$ cat config.mk
export PLATFORM = sky130hd
export DESIGN_NAME = rv_decode_stage
export DESIGN_NICKNAME = d
export VERILOG_FILES = /design/src/rtl/decode_pkg.sv /design/src/rtl/decode_fifo.sv /design/src/rtl/rv_decode_stage.sv
export SDC_FILE = /design/constraint.sdc
export NUM_CORES = 1
export LEC_CHECK = 0
export BUFFER_PORTS_ARGS = -buffer_cell sky130_fd_sc_hd__buf_2
export CORE_MARGIN = 10
export CORE_UTILIZATION = 30
export DETAILED_ROUTE_END_ITERATION = 10
export GPL_TIMING_DRIVEN = 0
export HOLD_SLACK_MARGIN = 0.05
export PLACE_DENSITY = 0.57
export SETUP_SLACK_MARGIN = 0.5
export SLEW_MARGIN = 25
export SYNTH_ARGS = -nofsm -noshare
export SYNTH_HDL_FRONTEND = slang
export SYNTH_SLANG_ARGS = --single-unit
$ cat constraint.sdc
create_clock -name clk -period 8.24 [get_ports clk]
set_input_delay 1.236 -clock clk [delete_from_list [all_inputs] [get_ports clk]]
set_output_delay 1.236 -clock clk [all_outputs]
set_load 0.01 [all_outputs]
$ cat src/rtl/decode_pkg.sv
// Shared RV32 decode definitions: opcodes, flag indices, system words,
// immediate formats and the queued entry layout.
package decode_pkg;

  localparam int unsigned FLG_W_MAX = 56;

  // Major opcode field instr[6:2]
  localparam logic [4:0] OPC_LOAD   = 5'b00000;
  localparam logic [4:0] OPC_OPIMM  = 5'b00100;
  localparam logic [4:0] OPC_AUIPC  = 5'b00101;
  localparam logic [4:0] OPC_STORE  = 5'b01000;
  localparam logic [4:0] OPC_OP     = 5'b01100;
  localparam logic [4:0] OPC_LUI    = 5'b01101;
  localparam logic [4:0] OPC_BRANCH = 5'b11000;
  localparam logic [4:0] OPC_JALR   = 5'b11001;
  localparam logic [4:0] OPC_JAL    = 5'b11011;
  localparam logic [4:0] OPC_SYSTEM = 5'b11100;

  localparam int unsigned FLG_BEQ    = 0;
  localparam int unsigned FLG_BGE    = 1;
  localparam int unsigned FLG_BGEU   = 2;
  localparam int unsigned FLG_BLT    = 3;
  localparam int unsigned FLG_BLTU   = 4;
  localparam int unsigned FLG_BNE    = 5;
  localparam int unsigned FLG_JALR   = 6;
  localparam int unsigned FLG_JAL    = 7;
  localparam int unsigned FLG_AUIPC  = 8;
  localparam int unsigned FLG_ADDI   = 9;
  localparam int unsigned FLG_ANDI   = 10;
  localparam int unsigned FLG_ORI    = 11;
  localparam int unsigned FLG_SLLI   = 12;
  localparam int unsigned FLG_SLTI   = 13;
  localparam int unsigned FLG_SLTIU  = 14;
  localparam int unsigned FLG_SRAI   = 15;
  localparam int unsigned FLG_SRLI   = 16;
  localparam int unsigned FLG_XORI   = 17;
  localparam int unsigned FLG_ADD    = 18;
  localparam int unsigned FLG_AND    = 19;
  localparam int unsigned FLG_OR     = 20;
  localparam int unsigned FLG_SLL    = 21;
  localparam int unsigned FLG_SLT    = 22;
  localparam int unsigned FLG_SLTU   = 23;
  localparam int unsigned FLG_SRA    = 24;
  localparam int unsigned FLG_SRL    = 25;
  localparam int unsigned FLG_SUB    = 26;
  localparam int unsigned FLG_XOR    = 27;
  localparam int unsigned FLG_LUI    = 28;
  localparam int unsigned FLG_LB     = 29;
  localparam int unsigned FLG_LBU    = 30;
  localparam int unsigned FLG_LH     = 31;
  localparam int unsigned FLG_LHU    = 32;
  localparam int unsigned FLG_LW     = 33;
  localparam int unsigned FLG_SB     = 34;
  localparam int unsigned FLG_SH     = 35;
  localparam int unsigned FLG_SW     = 36;
  localparam int unsigned FLG_CSRRC  = 37;
  localparam int unsigned FLG_CSRRCI = 38;
  localparam int unsigned FLG_CSRRS  = 39;
  localparam int unsigned FLG_CSRRSI = 40;
  localparam int unsigned FLG_CSRRW  = 41;
  localparam int unsigned FLG_CSRRWI = 42;
  localparam int unsigned FLG_EBREAK = 43;
  localparam int unsigned FLG_ECALL  = 44;
  localparam int unsigned FLG_MRET   = 45;
  localparam int unsigned FLG_SRET   = 46;
  localparam int unsigned FLG_WFI    = 47;
  localparam int unsigned FLG_MUL    = 48;
  localparam int unsigned FLG_MULH   = 49;
  localparam int unsigned FLG_MULHSU = 50;
  localparam int unsigned FLG_MULHU  = 51;
  localparam int unsigned FLG_DIV    = 52;
  localparam int unsigned FLG_DIVU   = 53;
  localparam int unsigned FLG_REM    = 54;
  localparam int unsigned FLG_REMU   = 55;

  localparam logic [31:0] SYS_ECALL  = 32'h0000_0073;
  localparam logic [31:0] SYS_EBREAK = 32'h0010_0073;
  localparam logic [31:0] SYS_MRET   = 32'h3020_0073;
  localparam logic [31:0] SYS_SRET   = 32'h1020_0073;
  localparam logic [31:0] SYS_WFI    = 32'h1050_0073;

  typedef enum logic [2:0] {
    FMT_R, FMT_I, FMT_S, FMT_B, FMT_U, FMT_J, FMT_CSR, FMT_NONE
  } imm_fmt_t;

  // Queue entry fields other than the parameter-width flag vector
  typedef struct packed {
    logic [31:0] pc;
    logic [4:0]  rd;
    logic [4:0]  rs1;
    logic [4:0]  rs2;
    logic [31:0] imm;
    logic        invalid;
  } decode_meta_t;

  function automatic logic [31:0] imm_gen(input imm_fmt_t fmt, input logic [31:0] i);
    case (fmt)
      FMT_I:   return {{20{i[31]}}, i[31:20]};
      FMT_S:   return {{20{i[31]}}, i[31:25], i[11:7]};
      FMT_B:   return {{19{i[31]}}, i[31], i[7], i[30:25], i[11:8], 1'b0};
      FMT_U:   return {i[31:12], 12'b0};
      FMT_J:   return {{11{i[31]}}, i[31], i[19:12], i[20], i[30:21], 1'b0};
      FMT_CSR: return {20'b0, i[31:20]};
      default: return 32'b0;
    endcase
  endfunction

endpackage

$ cat src/rtl/decode_fifo.sv
// Synchronous FIFO with flush; read data forced to zero while empty.
module decode_fifo #(
  parameter int unsigned WIDTH = 8,
  parameter int unsigned DEPTH = 2
) (
  input  logic                   clk,
  input  logic                   rst,
  input  logic                   flush,
  input  logic                   wr_en,
  input  logic [WIDTH-1:0]       wr_data,
  input  logic                   rd_en,
  output logic [WIDTH-1:0]       rd_data,
  output logic                   full,
  output logic [$clog2(DEPTH):0] count
);

  localparam int unsigned PTR_W = $clog2(DEPTH);
  localparam int unsigned CNT_W = PTR_W + 1;

  logic [WIDTH-1:0] mem [DEPTH];
  logic [PTR_W-1:0] wr_ptr;
  logic [PTR_W-1:0] rd_ptr;
  logic             empty;
  logic             do_wr;
  logic             do_rd;

  assign empty = (count == '0);
  assign full  = (count == CNT_W'(DEPTH));
  assign do_wr = wr_en && !full && !flush;
  assign do_rd = rd_en && !empty && !flush;

  // Pointers wrap naturally since DEPTH is a power of two
  always_ff @(posedge clk or posedge rst) begin
    if (rst) begin
      wr_ptr <= '0;
      rd_ptr <= '0;
      count  <= '0;
    end else if (flush) begin
      wr_ptr <= '0;
      rd_ptr <= '0;
      count  <= '0;
    end else begin
      if (do_wr) wr_ptr <= wr_ptr + PTR_W'(1);
      if (do_rd) rd_ptr <= rd_ptr + PTR_W'(1);
      case ({do_wr, do_rd})
        2'b10:   count <= count + CNT_W'(1);
        2'b01:   count <= count - CNT_W'(1);
        default: count <= count;
      endcase
    end
  end

  always_ff @(posedge clk) begin
    if (do_wr) mem[wr_ptr] <= wr_data;
  end

  assign rd_data = empty ? '0 : mem[rd_ptr];

endmodule

$ cat src/rtl/rv_decode_stage.sv
// RV32I/Zicsr/privileged (+optional M) decode stage with a buffered
// valid/ready output queue and a saturating illegal-word counter.
module rv_decode_stage
  import decode_pkg::*;
#(
  parameter int unsigned XLEN   = 32,
  parameter int unsigned DEPTH  = 2,
  parameter int unsigned EN_M   = 0,
  parameter int unsigned STRICT = 1,
  parameter int unsigned FLAG_W = 48 + 8 * EN_M
) (
  input  logic              clk,
  input  logic              rst,
  input  logic              flush,
  input  logic              in_valid,
  output logic              in_ready,
  input  logic [31:0]       in_instr,
  input  logic [XLEN-1:0]   in_pc,
  output logic              out_valid,
  input  logic              out_ready,
  output logic [XLEN-1:0]   out_pc,
  output logic [4:0]        out_rd,
  output logic [4:0]        out_rs1,
  output logic [4:0]        out_rs2,
  output logic [XLEN-1:0]   out_imm,
  output logic [FLAG_W-1:0] out_flags,
  output logic              out_invalid,
  output logic [15:0]       illegal_cnt
);

  localparam int unsigned DEC_W  = FLAG_W + XLEN + 1;
  localparam int unsigned META_W = $bits(decode_meta_t);
  localparam int unsigned DATA_W = FLAG_W + META_W;

  // Returns {invalid, imm, flags}; illegal words carry zero imm and flags
  function automatic logic [DEC_W-1:0] decode(input logic [31:0] ins);
    logic [FLG_W_MAX-1:0] fl;
    logic                 ill;
    imm_fmt_t             fmt;
    logic [2:0]           f3;
    logic [6:0]           f7;
    logic                 f7_zero;
    logic                 alt_ok;
    logic                 alt;
    fl  = '0;
    ill = 1'b0;
    fmt = FMT_NONE;
    f3  = ins[14:12];
    f7  = ins[31:25];
    if (STRICT != 0) begin
      f7_zero = (f7 == 7'h00);
      alt_ok  = (f7 == 7'h00) || (f7 == 7'h20);
      alt     = (f7 == 7'h20);
    end else begin
      f7_zero = 1'b1;
      alt_ok  = 1'b1;
      alt     = ins[30];
    end

    if (ins == 32'h0) begin
      ill = (STRICT != 0);
    end else if (ins[1:0] != 2'b11) begin
      ill = 1'b1;
    end else begin
      case (ins[6:2])
        OPC_LUI:   begin fl[FLG_LUI] = 1'b1;   fmt = FMT_U; end
        OPC_AUIPC: begin fl[FLG_AUIPC] = 1'b1; fmt = FMT_U; end
        OPC_JAL:   begin fl[FLG_JAL] = 1'b1;   fmt = FMT_J; end
        OPC_JALR: begin
          fmt = FMT_I;
          if (f3 == 3'b000) fl[FLG_JALR] = 1'b1;
          else              ill = 1'b1;
        end
        OPC_BRANCH: begin
          fmt = FMT_B;
          case (f3)
            3'b000:  fl[FLG_BEQ]  = 1'b1;
            3'b001:  fl[FLG_BNE]  = 1'b1;
            3'b100:  fl[FLG_BLT]  = 1'b1;
            3'b101:  fl[FLG_BGE]  = 1'b1;
            3'b110:  fl[FLG_BLTU] = 1'b1;
            3'b111:  fl[FLG_BGEU] = 1'b1;
            default: ill = 1'b1;
          endcase
        end
        OPC_LOAD: begin
          fmt = FMT_I;
          case (f3)
            3'b000:  fl[FLG_LB]  = 1'b1;
            3'b001:  fl[FLG_LH]  = 1'b1;
            3'b010:  fl[FLG_LW]  = 1'b1;
            3'b100:  fl[FLG_LBU] = 1'b1;
            3'b101:  fl[FLG_LHU] = 1'b1;
            default: ill = 1'b1;
          endcase
        end
        OPC_STORE: begin
          fmt = FMT_S;
          case (f3)
            3'b000:  fl[FLG_SB] = 1'b1;
            3'b001:  fl[FLG_SH] = 1'b1;
            3'b010:  fl[FLG_SW] = 1'b1;
            default: ill = 1'b1;
          endcase
        end
        OPC_OPIMM: begin
          fmt = FMT_I;
          case (f3)
            3'b000: fl[FLG_ADDI]  = 1'b1;
            3'b010: fl[FLG_SLTI]  = 1'b1;
            3'b011: fl[FLG_SLTIU] = 1'b1;
            3'b100: fl[FLG_XORI]  = 1'b1;
            3'b110: fl[FLG_ORI]   = 1'b1;
            3'b111: fl[FLG_ANDI]  = 1'b1;
            3'b001: begin
              if (f7_zero) fl[FLG_SLLI] = 1'b1;
              else         ill = 1'b1;
            end
            default: begin
              if (!alt_ok)  ill = 1'b1;
              else if (alt) fl[FLG_SRAI] = 1'b1;
              else          fl[FLG_SRLI] = 1'b1;
            end
          endcase
        end
        OPC_OP: begin
          fmt = FMT_R;
          if (f7 == 7'h01) begin
            if (EN_M != 0) begin
              case (f3)
                3'b000:  fl[FLG_MUL]    = 1'b1;
                3'b001:  fl[FLG_MULH]   = 1'b1;
                3'b010:  fl[FLG_MULHSU] = 1'b1;
                3'b011:  fl[FLG_MULHU]  = 1'b1;
                3'b100:  fl[FLG_DIV]    = 1'b1;
                3'b101:  fl[FLG_DIVU]   = 1'b1;
                3'b110:  fl[FLG_REM]    = 1'b1;
                default: fl[FLG_REMU]   = 1'b1;
              endcase
            end else begin
              ill = 1'b1;
            end
          end else begin
            case (f3)
              3'b000: begin
                if (!alt_ok)  ill = 1'b1;
                else if (alt) fl[FLG_SUB] = 1'b1;
                else          fl[FLG_ADD] = 1'b1;
              end
              3'b101: begin
                if (!alt_ok)  ill = 1'b1;
                else if (alt) fl[FLG_SRA] = 1'b1;
                else          fl[FLG_SRL] = 1'b1;
              end
              3'b001:  if (f7_zero) fl[FLG_SLL]  = 1'b1; else ill = 1'b1;
              3'b010:  if (f7_zero) fl[FLG_SLT]  = 1'b1; else ill = 1'b1;
              3'b011:  if (f7_zero) fl[FLG_SLTU] = 1'b1; else ill = 1'b1;
              3'b100:  if (f7_zero) fl[FLG_XOR]  = 1'b1; else ill = 1'b1;
              3'b110:  if (f7_zero) fl[FLG_OR]   = 1'b1; else ill = 1'b1;
              default: if (f7_zero) fl[FLG_AND]  = 1'b1; else ill = 1'b1;
            endcase
          end
        end
        OPC_SYSTEM: begin
          if (f3 == 3'b000) begin
            case (ins)
              SYS_ECALL:  fl[FLG_ECALL]  = 1'b1;
              SYS_EBREAK: fl[FLG_EBREAK] = 1'b1;
              SYS_MRET:   fl[FLG_MRET]   = 1'b1;
              SYS_SRET:   fl[FLG_SRET]   = 1'b1;
              SYS_WFI:    fl[FLG_WFI]    = 1'b1;
              default:    ill = 1'b1;
            endcase
          end else begin
            fmt = FMT_CSR;
            case (f3)
              3'b001:  fl[FLG_CSRRW]  = 1'b1;
              3'b010:  fl[FLG_CSRRS]  = 1'b1;
              3'b011:  fl[FLG_CSRRC]  = 1'b1;
              3'b101:  fl[FLG_CSRRWI] = 1'b1;
              3'b110:  fl[FLG_CSRRSI] = 1'b1;
              3'b111:  fl[FLG_CSRRCI] = 1'b1;
              default: ill = 1'b1;
            endcase
          end
        end
        default: ill = 1'b1;
      endcase
    end

    if (ill) return {1'b1, XLEN'(0), FLAG_W'(0)};
    return {1'b0, XLEN'(imm_gen(fmt, ins)), FLAG_W'(fl)};
  endfunction

  logic [FLAG_W-1:0]       dec_flags;
  logic [XLEN-1:0]         dec_imm;
  logic                    dec_invalid;
  logic                    wr_fire;
  logic                    fifo_full;
  logic [$clog2(DEPTH):0]  fifo_count;
  decode_meta_t            wr_meta;
  decode_meta_t            head_meta;
  logic [DATA_W-1:0]       wr_data;
  logic [DATA_W-1:0]       rd_data;

  assign {dec_invalid, dec_imm, dec_flags} = decode(in_instr);

  always_comb begin
    wr_meta         = '0;
    wr_meta.pc      = 32'(in_pc);
    wr_meta.rd      = in_instr[11:7];
    wr_meta.rs1     = in_instr[19:15];
    wr_meta.rs2     = in_instr[24:20];
    wr_meta.imm     = 32'(dec_imm);
    wr_meta.invalid = dec_invalid;
  end

  assign wr_data  = {dec_flags, wr_meta};
  assign in_ready = !fifo_full;
  assign wr_fire  = in_valid && in_ready && !flush;

  decode_fifo #(
    .WIDTH (DATA_W),
    .DEPTH (DEPTH)
  ) u_fifo (
    .clk     (clk),
    .rst     (rst),
    .flush   (flush),
    .wr_en   (wr_fire),
    .wr_data (wr_data),
    .rd_en   (out_ready),
    .rd_data (rd_data),
    .full    (fifo_full),
    .count   (fifo_count)
  );

  assign head_meta   = decode_meta_t'(rd_data[META_W-1:0]);
  assign out_valid   = (fifo_count != '0);
  assign out_flags   = rd_data[DATA_W-1 -: FLAG_W];
  assign out_pc      = XLEN'(head_meta.pc);
  assign out_rd      = head_meta.rd;
  assign out_rs1     = head_meta.rs1;
  assign out_rs2     = head_meta.rs2;
  assign out_imm     = XLEN'(head_meta.imm);
  assign out_invalid = head_meta.invalid;

  // Saturating; survives flush
  always_ff @(posedge clk or posedge rst) begin
    if (rst) begin
      illegal_cnt <= '0;
    end else if (wr_fire && dec_invalid && (illegal_cnt != 16'hFFFF)) begin
      illegal_cnt <= illegal_cnt + 16'd1;
    end
  end

endmodule

**Yosys cells after proc, flatten, opt, wreduce, memory -nomap -nowiden**

Memories as Yosys holds them, arrays and structs flattened.
Cells that the tools add are included.

- Register bits: 20
- Latch bits: 0
- RAM bits: 256
- Bits in read-only memories: 0
- Bits of input ports: 69
- Output and inout port bits: 146
- Memories kept: 1

Memory list:

| memory | words | width | read ports | clocked after memory_dff | write ports | line | RTL |
|---|---|---|---|---|---|---|---|
| u_fifo.mem | 2 | 128 | 1 | 0 | 1 | decode_fifo.sv:20 | `logic [WIDTH-1:0] mem [DEPTH];` |

- Add/sub/neg operators: 5
- Multiply operators: 0
- Div/mod/pow operators: 0
- $lt $le $gt $ge: 0
- Equal/unequal tests: 34
- Shift operators: 0
- Multiplexer cells: 76
- Bitwise logic cells: 0
- Reductions and logical operators: 33

Operators by type and width:

| operator | number |
|---|---|
| $pmux 32 s6 | 1 |
| $mux 81 | 2 |
| $mux 128 | 1 |
| $mux 48 | 2 |
| $eq 32x29->1 const B | 2 |
| $mux 1 | 51 |
| $eq 32x21->1 const B | 1 |
| $eq 32x30->1 const B | 1 |
| $eq 32x7->1 const B | 1 |
| $logic_not 32->1 | 1 |
| $eq 3x3->1 const B | 7 |
| $pmux 3 s7 | 1 |
| $eq 5x5->1 const B | 4 |
| $mux 10 | 2 |
| $reduce_or 6->1 | 3 |
| $add 16x1->16 const B | 1 |
| $ne 16x16->1 const B | 1 |
| $eq 5x4->1 const B | 3 |
| $reduce_or 7->1 | 2 |
| $eq 3x2->1 const B | 4 |
| $mux 6 | 2 |
| $mux 11 | 1 |
| $eq 5x3->1 const B | 2 |
| $mux 5 | 2 |
| other kinds (27) | 50 |

**Depth between registers and ports, before layout**

Gate-level depths: netlist of the first run.

- Word-level depth: 12
- Depth in mapped cells: 11
- Depth with buffers taken out: 8

**By module**

From an unflattened synthesis of the first run, not the netlist that was laid out.

- Cells, all modules: 887
- Area, all modules: 11,970.2 um^2

By module, submodules not included:

| module | instances | cells each | area each (um^2) |
|---|---|---|---|
| decode_fifo | 1 | 568 | 9,867.0 |
| rv_decode_stage | 1 | 319 | 2,103.3 |

**Least setup slack after synthesis of the first run**

No wires, ideal clock.

- Kind: input to register
- Start point: input flush
- End point: memory u_fifo.mem[0][0] in the netlist's numbering (enable)
- Library setup time: 0.617 ns
- Data arrival time: 6.813 ns
- Data required time: 7.623 ns
- Path slack: 0.810 ns
- Stages: 2
- Buffers on the path: 0
- Cells stage by stage: nand3b_1 -> nor2_1

- Longest elaborated chain between the ends: 6

Ends and longest elaborated chain:

| item | line | RTL |
|---|---|---|
| start, declared | rv_decode_stage.sv:14 | `input logic flush,` |
| $logic_not 1->1 (*) | decode_fifo.sv:29, rv_decode_stage.sv:220 |  |
| $logic_and 1x1->1 | rv_decode_stage.sv:220 | `assign wr_fire = in_valid && in_ready && !flush;` |
| $logic_and 1x1->1 | decode_fifo.sv:29 | `assign do_wr = wr_en && !full && !flush;` |
| $logic_and 1x1->1 (*) | decode_fifo.sv:29 |  |
| $mux 1 (*) | decode_fifo.sv:54 | `if (do_wr) mem[wr_ptr] <= wr_data;` |
| $mux 1 (not written as such) (*) | decode_fifo.sv:54 |  |
| end, declared | decode_fifo.sv:20 |  |

Mark *: on every way between the ends. The rest lies on a longest branch, timed or not.

**Worst setup path in the final report of the first run**

- Start point: register u_fifo.count[0]
- End point: output out_flags[8]

- Longest elaborated chain between the ends: 2

Ends and longest elaborated chain:

| item | line | RTL |
|---|---|---|
| start, declared | decode_fifo.sv:14 | `output logic [$clog2(DEPTH):0] count` |
| start signal, assigned | decode_fifo.sv:46 | `2'b10: count <= count + CNT_W'(1);` |
| start signal, assigned | decode_fifo.sv:47 | `2'b01: count <= count - CNT_W'(1);` |
| start signal, assigned | decode_fifo.sv:48 | `default: count <= count;` |
| $logic_not 2->1 | decode_fifo.sv:27 | `assign empty = (count == '0);` |
| $mux 128 | decode_fifo.sv:57 | `assign rd_data = empty ? '0 : mem[rd_ptr];` |
| end, declared | rv_decode_stage.sv:26 | `output logic [FLAG_W-1:0] out_flags,` |

Every way passes these cells.

==> flow_summary.rst, run 1 <==
.. list-table::
   :header-rows: 1

   * - Metric
     - Value
   * - Average vias per placed instance
     - 4.61
   * - Synthesized flop and latch total
     - 276
   * - Post-CTS Setup Inserts
     - 0
   * - Drt wl/cell
     - 19.4 um
   * - Share of flip-flops with an asynchronous set or reset
     - 7.25%
   * - Post-synthesis instance total
     - 870
   * - Slowest cell on the critical path
     - clkbuf_1
   * - Setup repair after global routing missed its margin
     - no
   * - Required time of the critical path
     - 7000 ps
   * - DR vias
     - 7713
   * - Hold-fix buffers, CTS
     - 0
   * - Data arrival time of the critical path
     - 3100 ps
   * - Worst path bufs/invs
     - 3
   * - Cell variety after synth
     - 58
   * - M1 GR Usage
     - 16.3%
   * - Die area
     - 47600 um^2
   * - Final critical path time including I/O delays and setup
     - 4340 ps
   * - Core Rows
     - 72
   * - Final total power
     - 3.37 mW
   * - Area of placed instances
     - 13700 um^2
   * - Final hold violation count
     - 0
   * - Drt initial violations
     - 466
   * - Total instance count after detailed placement
     - 1609
   * - Post-synthesis sequential area ratio
     - 69.4%
   * - Worst min path class
     - flop to flop
   * - Residual antenna-violating net count after detailed routing
     - 0
   * - Grt total ovfl
     - 0
   * - Via count of the first global-routing pass
     - 7849
   * - Non-Filler Cell Area, Final
     - 14700 um^2
   * - Final-report setup violation count
     - 0
   * - Met3 track demand over resource
     - 4.46%
   * - Cell-by-cell listing of the critical path
     - nor2_1 > clkbuf_1 > clkbuf_1 > nor2_1 > buf_2
   * - Cell leakage power
     - 5.47 nW
   * - Startpoint of the worst setup timing path
     - u_fifo.count[0]$_DFFE_PP0P_
   * - Clk_skew
     - 14.4 ps
   * - Clock transition at path regs
     - 60 ps
   * - Pre-CTS WS
     - 4060 ps
   * - Status
     - finished clean
   * - Crit share post-route
     - 52.6%
   * - Final critical-path setup slack
     - 3900 ps
   * - Number of antenna violations at the first check in global routing
     - 11
   * - Synthesis-to-finish area growth
     - 24.9%
   * - Library cell used as clock root buffer
     - clkbuf_16
   * - Number of flops mapped to enable cells by yosys
     - 256
   * - Post-layout nets
     - 1194
   * - Top Ports
     - 215
   * - CTS tree
     - done
   * - Maximum resistive drop on vdd
     - 0.158 mV
   * - H-tree levels
     - 1
   * - Setup tns final
     - 0 ps
   * - Starting density of the core
     - 30.4%
   * - Relative slew slack
     - 31.2%
   * - First-pass iteration count of the detailed router
     - 5
   * - TritonCTS buffer count
     - 31
   * - Max-slew violations
     - 0
   * - Final HPWL from detailed placement
     - 23700 um
   * - Area inside the core boundary
     - 38700 um^2
   * - Area share of the largest cell type after synthesis
     - 65.2%
   * - Maximum net fanout on the critical path
     - 10
   * - Average cell area after synthesis
     - 13.6 um^2
   * - I/O Buffers
     - 212
   * - Chip Width
     - 218 um
   * - Cell family contributing the most delay on the critical path
     - buffers and inverters
   * - Critical path class
     - flop to output port
   * - Clock latency of the later-clocked register in the worst-skew pair
     - 570 ps
   * - Routability congestion estimate from global placement
     - 0.836
   * - Startpoint of the most critical hold path
     - illegal_cnt[10]$_DFFE_PP0P_
   * - Synthesized cell area
     - 11800 um^2
   * - Critical Path End Type
     - output port
   * - Upper clock frequency limit
     - 231 MHz
   * - Die Span Y
     - 218 um
   * - Global-route wire length before repair
     - 47500 um
   * - Total DRC errors in the routed layout
     - 0
   * - Layout fillers
     - 3762
   * - Transition time of the tightest slew-check pin
     - 1030 ps
   * - Total of cells resized after clock tree synthesis
     - 0
   * - Yosys top cell by area
     - edfxtp_1
   * - Share of cells above drive strength 1
     - 26.0%
   * - Warning count from the yosys run
     - 0
   * - Pwr dens
     - 229 nW/um^2
   * - Main area contributors after synthesis
     - edfxtp_1, mux2i_1, nor2_1, dfrtp_1, nand2_1
   * - Largest incremental delay on the critical path
     - 750 ps
   * - Synth Net Count
     - 940
   * - Number of sinks driven by the clock tree
     - 276
   * - Top flip-flop cell by instance count after synthesis
     - edfxtp_1
   * - Max Cap Violations
     - 0
   * - Beginning of the worst register-to-register path
     - u_fifo.count[0]$_DFFE_PP0P_
   * - Wire length after detailed routing
     - 32400 um
   * - Buffer levels on the longest clock path
     - 3
   * - Busiest layer in global routing
     - met2
   * - Post-route non-filler standard cell count
     - 1672
   * - Met2 capacity usage during global routing
     - 20.8%
   * - Total global-route track usage
     - 13.1%
   * - Element type at the critical path start
     - flop
   * - Largest net degree at the start of global routing
     - 47
flip-flops by register name, indices dropped and copies added, names as in the netlist:
name,cells
u_fifo.count,2
u_fifo.mem,256
u_fifo.rd_ptr,1
illegal_cnt,16
u_fifo.wr_ptr,1
cells in the mapped netlist (3+ instances only):
cell type / n
edfxtp_1: 256
nor2_1: 187
mux2i_1: 130
nand2_1: 44
clkbuf_1: 28
a21oi_1: 24
dfrtp_1: 20
nor4_1: 20
xor2_1: 14
buf_1: 13
nor3_1: 11
and3_1: 10
nand3_1: 9
buf_2: 7
inv_1: 7
nand2b_1: 6
or2_2: 6
nand3b_1: 5
nand4_1: 5
o21ai_0: 5
or3_1: 5
a22oi_1: 4
nor3b_1: 4
mux2_2: 3
nor2b_1: 3
nor3_2: 3
or3b_2: 3
metrics by stage:
step | hold slack, ps | util, %
2_1_floorplan | 516 | -
5_1_grt | 522 | 38.0
6_report | 488 | 38.0
4_1_cts | 488 | 38.0
3_5_place_dp | 476 | 35.4
3_3_place_gp | 472 | 34.9
final cells by class:
class / instances / area [um^2] / area share (%)
repair buffers: 221 / 1280 / 8.68
inverters: 8 / 30.0 / 0.204
diodes: 6 / 15.0 / 0.102
clock buffers: 35 / 791 / 5.37
clock inverters: 22 / 191 / 1.30
multi-input cells: 535 / 3370 / 22.9
well taps: 518 / 648 / 4.40
flip-flops and latches: 276 / 8190 / 55.6
plain buffers: 51 / 219 / 1.49
layer usage:
metal	share of wire [%]	wire (um)
met5	0.14	44
met4	2.2	728
met3	8.0	2580
met2	46	15000
met1	43	14100
cell families after synthesis:
group                    Yosys count  synth area share, %
AND/OR/NAND/NOR                  336                 13.3
flip-flops                       276                 69.4
multiplexers                     133                 11.3
buffers and inverters             59                 2.11
AO/OA/AOI/OAI                     49                 2.57
XOR/XNOR                          16                 1.19
adder cells (fa/ha/maj)            1                0.106
layout by cell type (no fill, tap or decap), types with 9 or more instances in the layout:
cell,n
clkbuf_1,32
clkbuf_16,31
nor2_1,186
nor3_1,11
nand2_1,44
edfxtp_1,256
and3_1,10
xor2_1,14
nand3_1,9
nor4_1,20
a21oi_1,24
clkinv_1,10
buf_2,219
buf_1,13
mux2i_1,130
dfrtp_1,20
final timing paths:
kind	cells past startpoint	slack (ps)	end
worst max-delay path	5	3900	out_flags[8]
worst min-delay path	1	490	illegal_cnt[10]$_DFFE_PP0P_
worst max register to register	6	5860	u_fifo.mem[0][53]$_DFFE_PP_
worst min register to register	1	490	illegal_cnt[10]$_DFFE_PP0P_
max in group asynchronous	2	6940	illegal_cnt[14]$_DFFE_PP0P_
min in group asynchronous	2	800	illegal_cnt[0]$_DFFE_PP0P_
report_power, final:
part           total (mW)  leakage, nW  switching [mW]  internal [mW]
Clock                1.32        0.470           0.543          0.779
Combinational       0.429         2.27           0.267          0.162
Sequential           1.62         2.73          0.0300           1.59
Total                3.37         5.47           0.840           2.53
(Power assumes the default switching activity.)
==> run 2, diff against run 1 <==
- ABC_AREA: default -> 1
- PLACE_DENSITY: 0.57 -> 0.59
- clock period: 8.24 -> 3.9 ns (I/O delays scaled with it)
==> flow_summary.rst, run 2 <==
.. list-table::
   :header-rows: 1

   * - Metric
     - Value
   * - Status
     - finished clean
   * - Library cell used as clock root buffer
     - clkbuf_16
   * - Pwr dens
     - 463 nW/um^2
   * - Upper clock frequency limit
     - 326 MHz
   * - Total instance count after detailed placement
     - 1984
   * - Highest-count cells in the layout ignoring fill and taps
     - nand2_1, edfxtp_1, buf_2
   * - Number of flops mapped to enable cells by yosys
     - 256
   * - Element type at the critical path start
     - flop
   * - Clock transition at path regs
     - 60 ps
   * - First-pass iteration count of the detailed router
     - 5
   * - Critical path class
     - flop to output port
   * - Most common cell in the synthesized netlist
     - nand2_1
   * - Average vias per placed instance
     - 4.68
   * - Yosys top cell by area
     - edfxtp_1
   * - Relative slew slack
     - 57.9%
   * - Clock latency of the later-clocked register in the worst-skew pair
     - 560 ps
   * - Switching power summed over all nets
     - 1.89 mW
   * - Die area
     - 49500 um^2
   * - Number of sinks driven by the clock tree
     - 276
   * - Post-layout nets
     - 1554
   * - Pre-CTS WS
     - 800 ps
   * - Clk_skew
     - 7.19 ps
   * - Largest net degree at the start of global routing
     - 24
   * - Warning count from the yosys run
     - 0
   * - Non-Filler Cell Area, Final
     - 15300 um^2
   * - Total DRC errors in the routed layout
     - 0
   * - Crit share post-route
     - 78.7%
   * - Post-route non-filler standard cell count
     - 2044
   * - Top Ports
     - 215
   * - Internal
     - 5.19 mW
   * - DR vias
     - 9572
   * - Largest incremental delay on the critical path
     - 500 ps
   * - Setup repair after global routing missed its margin
     - no
   * - Maximum net fanout on the critical path
     - 10
   * - Global-route wire length before repair
     - 56400 um
   * - TritonCTS buffer count
     - 30
   * - Slowest cell on the critical path
     - clkbuf_1
   * - Critical Path End Type
     - output port
   * - Flop pwr share
     - 47.6%
   * - Data arrival time of the critical path
     - 2480 ps
   * - Total global-route track usage
     - 14.6%
   * - Cell-by-cell listing of the critical path
     - nor2_1 > clkbuf_2 > clkbuf_1 > a21oi_1 > buf_2
   * - Post-synthesis instance total
     - 1227
   * - Final hold violation count
     - 0
   * - Synthesis-to-finish area growth
     - 24.5%
   * - Main area contributors after synthesis
     - edfxtp_1, nand2_1, a21oi_1, dfrtp_1, nor2_1
   * - Top flip-flop cell by instance count after synthesis
     - edfxtp_1
   * - Area share of the largest cell type after synthesis
     - 62.6%
   * - CTS tree
     - done
   * - Final HPWL from detailed placement
     - 27900 um
   * - Synthesized cell area
     - 12300 um^2
   * - Final critical-path setup slack
     - 831 ps
   * - Max-slew violations
     - 0
   * - Required time of the critical path
     - 3310 ps
   * - Maximum resistive drop on vdd
     - 0.408 mV
   * - Post-CTS Setup Inserts
     - 0
   * - Hold-fix buffers, CTS
     - 0
   * - I/O Buffers
     - 212
   * - Buffer levels on the longest clock path
     - 3
   * - Transition time of the tightest slew-check pin
     - 631 ps
   * - Chip Width
     - 222 um
   * - Residual antenna-violating net count after detailed routing
     - 0
   * - Grt total ovfl
     - 0
   * - Core Rows
     - 74
   * - Cell leakage power
     - 6.38 nW
   * - Final critical path time including I/O delays and setup
     - 3070 ps
   * - Final-report setup violation count
     - 0
   * - Clock power frac
     - 38.3%
   * - Average cell area after synthesis
     - 10.0 um^2
   * - Most flops, register
     - u_fifo.mem
   * - Switching part of the total power
     - 26.7%
   * - Synthesized flop and latch total
     - 276
   * - Cell variety after synth
     - 30
   * - Via count of the first global-routing pass
     - 9244
   * - Drt wl/cell
     - 18.5 um
   * - Most common library cell in the layout ignoring fill and taps
     - nand2_1
   * - Synth Net Count
     - 1297
   * - Worst min path class
     - input pin to async pin
   * - Largest registers
     - u_fifo.mem: 256 flops, illegal_cnt: 16 flops, u_fifo.count: 2 flops
   * - Max Cap Violations
     - 0
   * - H-tree levels
     - 1
   * - Number of antenna violations at the first check in global routing
     - 9
   * - Area of placed instances
     - 14300 um^2
   * - Drt initial violations
     - 813
   * - Starting density of the core
     - 30.2%
   * - Combinational share of power
     - 14.1%
   * - Share of cells above drive strength 1
     - 21.3%
   * - Wire length after detailed routing
     - 37800 um
   * - Routability congestion estimate from global placement
     - 0.866
   * - Share of flip-flops with an asynchronous set or reset
     - 7.25%
   * - Final worst hold slack
     - 53.0 ps
   * - Die Span Y
     - 222 um
   * - Largest register FFs
     - 256
   * - Most instantiated cells after synthesis
     - nand2_1, edfxtp_1, a21oi_1, nor2_1, inv_1
   * - Fraction of the core area covered by cells at the end of the flow
     - 37.6%
   * - Post-synthesis sequential area ratio
     - 66.6%
   * - Area inside the core boundary
     - 40600 um^2
-- run 2: cell types whose count changed in the layout (fill, tap and decap cells not counted), sizes merged, moves of 19 or more --
| cell | previous run | this run |
|---|---|---|
| nor2 | 189 | 120 |
| nor4 | 20 | 1 |
| mux2i | 130 | 0 |
| nand4 | 5 | 27 |
| nand3 | 9 | 61 |
| inv | 10 | 91 |
| a21oi | 24 | 145 |
| nand2 | 44 | 418 |
-- run 2: final cells by class --
class | count | area (um^2)
fillers | 4039 | 25300
well taps | 532 | 666
plain buffers | 56 | 243
clock inverters | 21 | 164
inverters | 91 | 342
multi-input cells | 804 | 3540
flip-flops and latches | 276 | 8190
clock buffers | 34 | 787
repair buffers | 225 | 1360
diodes | 5 | 12.5
-- run 2: final timing paths --
path                                                    end  slack, ps                         from  cells past startpoint
worst max-delay path                            out_imm[17]        830  u_fifo.count[0]$_DFFE_PP0P_                      5
worst min-delay path            u_fifo.count[1]$_DFFE_PP0P_         50                          rst                      2
worst max register to register  u_fifo.mem[0][49]$_DFFE_PP_        980  u_fifo.count[0]$_DFFE_PP0P_                     11
worst min register to register  illegal_cnt[15]$_DFFE_PP0P_        500  illegal_cnt[15]$_DFFE_PP0P_                      2
max in group asynchronous        illegal_cnt[4]$_DFFE_PP0P_       3490                          rst                      2
min in group clk                u_fifo.mem[0][56]$_DFFE_PP_        210                     in_pc[8]                      1
-- run 2: worst max-delay path: cells and delay by family (launching register included) --
| kind | cells | cell delay [ps] |
|---|---|---|
| AOI/OAI and AO/OA | 1 | 160 |
| buffers and inverters | 3 | 1100 |
| DFF | 1 | 400 |
| and+or+nand+nor | 1 | 250 |
-- run 2: power by group through the flow --
stage / combinational [mW] / sequential (mW) / clock [mW]
5_1_grt: 1.11 / 3.38 / 2.92
6_report: 1.00 / 3.37 / 2.71
4_1_cts: 1.03 / 3.37 / 2.80
2_1_floorplan: 0.511 / 3.44 / 0
3_5_place_dp: 1.02 / 3.43 / 0
3_3_place_gp: 0.974 / 3.44 / 0
-- run 2: cells by family (layout without fill, tap and decap cells) --
| group | Yosys count | count (layout) | synth area share (%) |
|---|---|---|---|
| other | 0 | 5 | 0 |
| AO/OA/AOI/OAI | 151 | 151 | 6.30 |
| adder cells (fa/ha/maj) | 1 | 1 | 0.102 |
| buffers and inverters | 147 | 427 | 4.72 |
| XOR/XNOR | 5 | 5 | 0.356 |
| flip-flops | 276 | 276 | 66.6 |
| AND/OR/NAND/NOR | 647 | 647 | 21.9 |
-- run 2: routing by layer --
metal  vias up  GRT usage (%)  share of wire (%)
met1      4512           18.3                 42
met4         8           4.69                2.8
met3        70           4.40                8.4
met5         -              0               0.15
met2       312           23.7                 46
li1       4670              -                  -
-- run 2: metrics by stage --
stage                     power [mW]  setup TNS, ps
after floorplan                 3.95              0
after global placement          4.41        -199420
after detailed placement        4.45              0
after CTS                       7.19              0
after global routing            7.40              0
final                           7.08              0
-- run 2: what timing repair did --
item                                    in CTS  in global routing
endpoints found under the setup margin      16                  4
hold endpoints to repair                     0                  0
gates resized for setup                      2                  2
